`src/rtl/sctrl_pkg.sv`:
```
// Shared types and constants for the sensor-control capture path.
package sctrl_pkg;

  typedef enum logic [1:0] {
    S_IDLE    = 2'd0,
    S_CAPTURE = 2'd1,
    S_FULL    = 2'd2
  } sctrl_state_e;

  localparam int SCTRL_DEPTH  = 64;
  localparam int SCTRL_DATA_W = 32;
  localparam int SCTRL_ADDR_W = $clog2(SCTRL_DEPTH);

  // Register addresses decoded by the AXI slave wrapper above this core.
  localparam logic [31:0] SCTRL_EN_ADDR  = 32'h1000_0100;
  localparam logic [31:0] SCTRL_CLR_ADDR = 32'h1000_0200;

endpackage

```
`src/rtl/sctrl_sample_mem.sv`:
```
// Sample buffer: DEPTH x DATA_W flops, one synchronous write port,
// one combinational read port. Everything resets to zero.
module sctrl_sample_mem #(
  parameter int DATA_W = 32,
  parameter int DEPTH  = 64,
  parameter int ADDR_W = 6
) (
  input  logic              ACLK,
  input  logic              ARESETn,
  input  logic              i_we,
  input  logic [ADDR_W-1:0] i_waddr,
  input  logic [DATA_W-1:0] i_wdata,
  input  logic [ADDR_W-1:0] i_raddr,
  output logic [DATA_W-1:0] o_rdata
);

  logic [DATA_W-1:0] r_mem [DEPTH];
  logic [31:0]       w_raddr_ext;

  assign w_raddr_ext = 32'(i_raddr);

  // Storage: cleared on reset, written one word per cycle when enabled.
  always_ff @(posedge ACLK or negedge ARESETn) begin
    if (!ARESETn) begin
      for (int i = 0; i < DEPTH; i++) begin
        r_mem[i] <= '0;
      end
    end else if (i_we) begin
      r_mem[i_waddr] <= i_wdata;
    end
  end

  // Zero-latency read; a write in progress is only visible after the edge.
  always_comb begin
    o_rdata = '0;
    if (w_raddr_ext < 32'(DEPTH)) begin
      o_rdata = r_mem[i_raddr];
    end else begin
      o_rdata = '0;
    end
  end

endmodule

```
`src/rtl/sensor_capture_core.sv`:
```
// Sensor capture engine: sequences the sensor handshake, fills the sample
// buffer linearly from address 0 and flags an interrupt once it is full.
module sensor_capture_core
  import sctrl_pkg::*;
#(
  parameter int DATA_W = SCTRL_DATA_W,
  parameter int DEPTH  = SCTRL_DEPTH,
  parameter int ADDR_W = $clog2(DEPTH)
) (
  input  logic              ACLK,
  input  logic              ARESETn,
  input  logic              sctrl_en,
  input  logic              sctrl_clear,
  input  logic [ADDR_W-1:0] sctrl_addr,
  input  logic              sensor_ready,
  input  logic [DATA_W-1:0] sensor_out,
  output logic              sensor_en,
  output logic              sctrl_interrupt,
  output logic [DATA_W-1:0] sctrl_out,
  output logic [ADDR_W:0]   fill_level
);

  // Pointer value of the last buffer slot; writing it completes the buffer.
  localparam logic [ADDR_W:0] LP_LAST = (ADDR_W + 1)'(DEPTH - 1);
  localparam logic [ADDR_W:0] LP_ONE  = (ADDR_W + 1)'(1);

  sctrl_state_e    r_state;
  logic [ADDR_W:0] r_wr_ptr;
  logic            r_sensor_en;
  logic            r_interrupt;
  logic            w_wr_en;
  logic            w_last;

  // A sample is accepted only while actively capturing; clear drops it, and
  // the pointer MSB blocks any write once the buffer is complete.
  assign w_wr_en = (r_state == S_CAPTURE) && r_sensor_en && sensor_ready &&
                   !sctrl_clear && !r_wr_ptr[ADDR_W];
  assign w_last  = (r_wr_ptr == LP_LAST);

  // Control FSM with write pointer, sensor request and interrupt registers.
  always_ff @(posedge ACLK or negedge ARESETn) begin
    if (!ARESETn) begin
      r_state     <= S_IDLE;
      r_wr_ptr    <= '0;
      r_sensor_en <= 1'b0;
      r_interrupt <= 1'b0;
    end else if (sctrl_clear) begin
      r_wr_ptr    <= '0;
      r_interrupt <= 1'b0;
      if (sctrl_en) begin
        r_state     <= S_CAPTURE;
        r_sensor_en <= 1'b1;
      end else begin
        r_state     <= S_IDLE;
        r_sensor_en <= 1'b0;
      end
    end else begin
      case (r_state)
        S_IDLE: begin
          r_interrupt <= 1'b0;
          if (sctrl_en) begin
            r_state     <= S_CAPTURE;
            r_sensor_en <= 1'b1;
          end else begin
            r_sensor_en <= 1'b0;
          end
        end
        S_CAPTURE: begin
          if (w_wr_en) begin
            r_wr_ptr <= r_wr_ptr + LP_ONE;
          end
          // Completing the buffer outranks a pause request.
          if (w_wr_en && w_last) begin
            r_state     <= S_FULL;
            r_sensor_en <= 1'b0;
            r_interrupt <= 1'b1;
          end else if (!sctrl_en) begin
            // Pause: pointer is kept so capture resumes where it stopped.
            r_state     <= S_IDLE;
            r_sensor_en <= 1'b0;
          end else begin
            r_sensor_en <= 1'b1;
          end
        end
        S_FULL: begin
          r_sensor_en <= 1'b0;
          r_interrupt <= 1'b1;
        end
        default: begin
          r_state     <= S_IDLE;
          r_sensor_en <= 1'b0;
          r_interrupt <= 1'b0;
        end
      endcase
    end
  end

  assign sensor_en       = r_sensor_en;
  assign sctrl_interrupt = r_interrupt;
  assign fill_level      = r_wr_ptr;

  sctrl_sample_mem #(
    .DATA_W (DATA_W),
    .DEPTH  (DEPTH),
    .ADDR_W (ADDR_W)
  ) u_mem (
    .ACLK    (ACLK),
    .ARESETn (ARESETn),
    .i_we    (w_wr_en),
    .i_waddr (r_wr_ptr[ADDR_W-1:0]),
    .i_wdata (sensor_out),
    .i_raddr (sctrl_addr),
    .o_rdata (sctrl_out)
  );

endmodule

```
`config.mk`:
```
export PLATFORM = sky130hd
export DESIGN_NAME = sensor_capture_core
export DESIGN_NICKNAME = d
export VERILOG_FILES = /design/src/rtl/sctrl_pkg.sv /design/src/rtl/sctrl_sample_mem.sv /design/src/rtl/sensor_capture_core.sv
export SDC_FILE = /design/constraint.sdc
export NUM_CORES = 2
export LEC_CHECK = 0
export ABC_AREA = 1
export BUFFER_PORTS_ARGS = -buffer_cell sky130_fd_sc_hd__clkbuf_2
export CAP_MARGIN = 25
export CORE_MARGIN = 3
export CORE_UTILIZATION = 46
export DETAILED_ROUTE_END_ITERATION = 10
export SETUP_SLACK_MARGIN = 0.15
export SLEW_MARGIN = 20
export SYNTH_ARGS = -nofsm -noshare
export SYNTH_HDL_FRONTEND = slang
export SYNTH_SLANG_ARGS = --single-unit
export TNS_END_PERCENT = 30
```
`constraint.sdc`:
```
create_clock -name ACLK -period 2.1 [get_ports ACLK]
set_clock_uncertainty 0.05 [all_clocks]
set_input_delay 0 -clock ACLK [delete_from_list [all_inputs] [get_ports ACLK]]
set_output_delay 0 -clock ACLK [all_outputs]
set_load 0.02 [all_outputs]
```
==> impl_results.html <==
<table>
<tr><th>Metric</th><th>Value</th></tr>
<tr><th colspan="2">Critical path</th></tr>
<tr><td>Count of buffering cells on the critical path with inverters included</td><td>6</td></tr>
<tr><td>Endpoint required time on the critical path</td><td>2.76 ns</td></tr>
<tr><td>Peak fanout along the critical path</td><td>14</td></tr>
<tr><td>Crit Path Class</td><td>reg -&gt; reg</td></tr>
<tr><td>Nature of the critical path endpoint</td><td>flop</td></tr>
<tr><td>Type of element launching the critical path</td><td>flop</td></tr>
<tr><td>Arrival time of the worst setup path</td><td>3.03 ns</td></tr>
<tr><td>Critical-path cell with the highest stage delay</td><td>dfrtp_1</td></tr>
<tr><td>Cell class contributing the biggest share of worst-path delay</td><td>buffers and inverters</td></tr>
<tr><td>Critical path, cell by cell</td><td>inv_2 -&gt; ha_4 -&gt; inv_2 -&gt; nor2_4 -&gt; nand4_4 -&gt; clkinv_4 -&gt; nand2_8 -&gt; nor3_4 -&gt; buf_12 -&gt; buf_12 -&gt; nand2_8 -&gt; clkbuf_16 -&gt; nand2_1 -&gt; o21ai_0</td></tr>
<tr><td>CP max stage delay</td><td>0.41 ns</td></tr>
<tr><th colspan="2">Logic synthesis</th></tr>
<tr><td>Count leader, synth</td><td>nand2_1</td></tr>
<tr><td>Share of synthesized flip-flops with an asynchronous set or reset</td><td>1.000</td></tr>
<tr><td>Primary FF master, synth</td><td>dfrtp_1</td></tr>
<tr><td>Top cell type's share of synthesized area</td><td>0.5579</td></tr>
<tr><td>Number of flops mapped to enable cells by yosys</td><td>0</td></tr>
<tr><td>Leading post-synthesis cells by instance count</td><td>nand2_1 (4330), dfrtp_1 (2059), o21ai_0 (1991)</td></tr>
<tr><td>Flip-flop and latch count after synthesis</td><td>2059</td></tr>
<tr><td>Most area-hungry cell type in the Yosys netlist</td><td>dfrtp_1</td></tr>
<tr><td>Mapped Area</td><td>92360 um^2</td></tr>
<tr><td>Top post-synthesis cells by area</td><td>dfrtp_1 (56%), nand2_1 (18%), o21ai_0 (11%)</td></tr>
<tr><td>Syn nets</td><td>11580</td></tr>
<tr><td>Count of synthesis-stage warnings from yosys</td><td>0</td></tr>
<tr><td>Sequential element share of the synthesized area</td><td>0.5579</td></tr>
<tr><td>Post-synth cell types</td><td>22</td></tr>
<tr><td>Syn Inst Count</td><td>11540</td></tr>
<tr><td>Mean cell area of the mapped netlist</td><td>8.007 um^2</td></tr>
<tr><th colspan="2">Drt</th></tr>
<tr><td>WL final</td><td>350600 um</td></tr>
<tr><td>Via density per instance</td><td>5.901</td></tr>
<tr><td>Drt drc</td><td>0</td></tr>
<tr><td>Vias after detailed routing</td><td>84480</td></tr>
<tr><td>Residual antenna-violating net count after detailed routing</td><td>0</td></tr>
<tr><td>Routed WL per cell</td><td>24.49 um</td></tr>
<tr><td>Number of DRC violations after detailed-routing iteration 0</td><td>11380</td></tr>
<tr><td>Number of search-and-repair iterations in the first detailed-routing pass</td><td>9</td></tr>
<tr><th colspan="2">Pwr</th></tr>
<tr><td>Register share of total power</td><td>0.457</td></tr>
<tr><td>Switching share of power</td><td>0.2528</td></tr>
<tr><td>Part of the power in the clock network</td><td>0.457</td></tr>
<tr><td>Total leakage power</td><td>50.24 nW</td></tr>
<tr><td>Power per cell area</td><td>789.0 nW/um^2</td></tr>
<tr><td>Internal Pwr Total</td><td>66.36 mW</td></tr>
<tr><td>Max rail drop VDD</td><td>0.9175 mV</td></tr>
<tr><td>Gate power share</td><td>0.086</td></tr>
<tr><td>Switching component of the power</td><td>22.45 mW</td></tr>
<tr><th colspan="2">Finish</th></tr>
<tr><td>Final design utilization</td><td>0.5672</td></tr>
<tr><td>Storage cell area</td><td>51530 um^2</td></tr>
<tr><td>Non-filler instance count after layout</td><td>14320</td></tr>
<tr><td>Ratio of cells with drive above 1 in the final layout</td><td>0.1394</td></tr>
<tr><td>Multi-input gate area</td><td>39260 um^2</td></tr>
<tr><td>Post-layout net count</td><td>11540</td></tr>
<tr><td>FILL cells</td><td>17740</td></tr>
<tr><td>Layout Area Growth over Synthesis</td><td>21.87%</td></tr>
<tr><th colspan="2">Floorplan</th></tr>
<tr><td>Die span in x</td><td>454.1 um</td></tr>
<tr><td>Placeable Area</td><td>198400 um^2</td></tr>
<tr><td># IOs</td><td>84</td></tr>
<tr><td>Rows</td><td>163</td></tr>
<tr><td>Die boundary height</td><td>454.1 um</td></tr>
<tr><td>Starting Density</td><td>0.4654</td></tr>
<tr><td>Area of the die</td><td>206200 um^2</td></tr>
<tr><th colspan="2">Outcome</th></tr>
<tr><td>Status</td><td>finished, violations left</td></tr>
<tr><td>Violations in the final reports</td><td>setup timing</td></tr>
<tr><th colspan="2">STA</th></tr>
<tr><td>Peak Freq</td><td>421.9 MHz</td></tr>
<tr><td>PnR worst setup slack</td><td>-0.2701 ns</td></tr>
<tr><td>Final setup violating endpoints</td><td>1746</td></tr>
<tr><td>Final clock period utilization by the worst path</td><td>1.129</td></tr>
<tr><td>Hold violation total from the final report</td><td>0</td></tr>
<tr><td>Min cycle time layout</td><td>2.370 ns</td></tr>
<tr><td>Pins over their slew limit</td><td>0</td></tr>
<tr><td>Relative slew slack</td><td>0.3597</td></tr>
<tr><td>Least-Margin Pin Slew</td><td>0.9545 ns</td></tr>
<tr><td>Setup repair after global routing missed its margin</td><td>true</td></tr>
<tr><th colspan="2">CTS</th></tr>
<tr><td>Post-CTS clock slew at the launch and capture registers of the worst setup and hold paths</td><td>0.07 ns</td></tr>
<tr><td>Clock root buffer</td><td>clkbuf_16</td></tr>
<tr><td>Clock Sinks</td><td>2059</td></tr>
<tr><td>Number of buffers on the longest clock path</td><td>3</td></tr>
<tr><td>CTS H-Tree Depth</td><td>4</td></tr>
<tr><td>Total CTS buffers</td><td>216</td></tr>
<tr><td>TritonCTS clock tree</td><td>yes</td></tr>
<tr><td>Worst-Skew Late Latency</td><td>0.88 ns</td></tr>
<tr><th colspan="2">GRT</th></tr>
<tr><td>Maximum number of pins on one net before global-route repair</td><td>138</td></tr>
<tr><td>Via count of the first global-routing pass</td><td>80530</td></tr>
<tr><td>Final global-route overflow total</td><td>0</td></tr>
<tr><td>Initial antenna violation count</td><td>7</td></tr>
<tr><td>Wire length of the first global-routing pass</td><td>510900 um</td></tr>
<tr><td>All-Layer GR Usage</td><td>0.3244</td></tr>
<tr><th colspan="2">Placed design</th></tr>
<tr><td>Placer Congestion</td><td>0.8438</td></tr>
<tr><td>Post-detail-place hpwl</td><td>193900 um</td></tr>
<tr><td>Number of cells in the design after placement</td><td>13740</td></tr>
<tr><td>Number of buffer cells added on primary ports</td><td>83</td></tr>
<tr><th colspan="2">Worst hold path</th></tr>
<tr><td>Worst min-delay path class</td><td>in -&gt; reg</td></tr>
<tr><th colspan="2">Run</th></tr>
<tr><td>Number of maximum-capacitance constraint violations</td><td>0</td></tr>
</table>
path summary, 6_finish.rpt:
kind | start | to | slack, ns | depth (start not counted)
max | r_state[1] | u_mem.r_mem[1131] | -0.27 | 14
min | sctrl_clear | fill_level[2] | 0.1 | 5
max reg2reg | r_state[1] | u_mem.r_mem[1131] | -0.27 | 14
min reg2reg | u_mem.r_mem[831] | u_mem.r_mem[831] | 0.43 | 2
max in group asynchronous | ARESETn | u_mem.r_mem[809] | 0.59 | 6
min in group asynchronous | ARESETn | u_mem.r_mem[4] | 0.28 | 4
cells in the final DEF (no fill, tap or decap), drive strengths merged, types with 2 or more instances in the layout:
master,Yosys,layout
dlygate4sd3,0,40
clkbuf,932,432
nand4,9,9
diode,0,2
ha,4,4
nor3,10,10
nand2,4363,4364
inv,30,46
buf,97,620
a21oi,4,4
bufbuf,0,6
clkinv,32,66
o21ai,2057,2057
nor2,27,27
bufinv,0,19
dfrtp,2059,2059
nand3,1910,1910
registers in the layout (all words and copies together) (netlist names):
signal / flops
fill_level: 7
sensor_en: 1
u_mem.r_mem: 2048
sctrl_interrupt: 1
r_state: 2
routing by layer:
metal,global-route usage,vias to the layer above,wire (um)
li1,-,37900,-
met1,0.4364,41530,141200
met2,0.5181,4183,159200
met3,0.04920,874,30560
met4,0.1515,2,19640
met5,0,-,13
cells by family after synthesis:
| group | after synthesis | share of synthesized area |
|---|---|---|
| DFF | 2059 | 0.5579 |
| and+or+nand+nor | 6320 | 0.2849 |
| AOI/OAI and AO/OA | 2061 | 0.1117 |
| buffers and inverters | 1091 | 0.04500 |
| adders and majority gates | 4 | 0.0005419 |
worst reg2reg max path: stages, from the launching register on:
cell and delay (ns):
dfrtp_1 0.41, inv_2 0.10, ha_4 0.13, inv_2 0.04, nor2_4 0.10, nand4_4 0.13
clkinv_4 0.12, nand2_8 0.07, nor3_4 0.19, buf_12 0.18, buf_12 0.14, nand2_8 0.14
clkbuf_16 0.26, nand2_1 0.07, o21ai_0 0.07
timing repair:
item	4_1_cts	5_1_grt
pin swaps	116	91
hold buffers	41	0
gates resized for setup	452	412
cloned	33	33
setup buffers	37	29
endpoints found under the hold margin	3943	0
setup endpoints to repair	1987	2087
power groups by stage:
stage          logic, mW  clock network [mW]  registers (mW)
2_1_floorplan       3.28                   0            41.2
3_3_place_gp        6.84                   0            41.3
3_5_place_dp        6.91                   0            41.3
4_1_cts             7.41                41.0            40.6
5_1_grt             8.20                42.7            40.6
6_report            7.65                40.6            40.6
area by class of cell:
cell class                      count  area share
Antenna cell                        2  0.00004446
Clock buffer                      332     0.05822
Clock inverter                     70    0.008670
Inverter                           62    0.002379
Multi-Input combinational cell   8386      0.3488
Sequential cell                  2059      0.4578
Tap cell                         2640     0.02935
Timing Repair Buffer              766     0.09481
stage by stage:
stage	power (mW)	setup TNS, ns	instance area, um^2	setup slack [ns]	hold slack, ns
after floorplan	44.49	0	92750	0.007782	-0.3456
after global placement	48.09	-21.07	99360	-0.1131	-0.1855
after detailed placement	48.17	-8.264	99360	-0.08631	-0.1864
after CTS	89.00	-155.63	110200	-0.2557	0.04422
after global routing	91.51	-310.56	112600	-0.3242	0.1226
final	88.81	-173.99	112600	-0.2701	0.09530
Power figures use the tool's default switching activity.
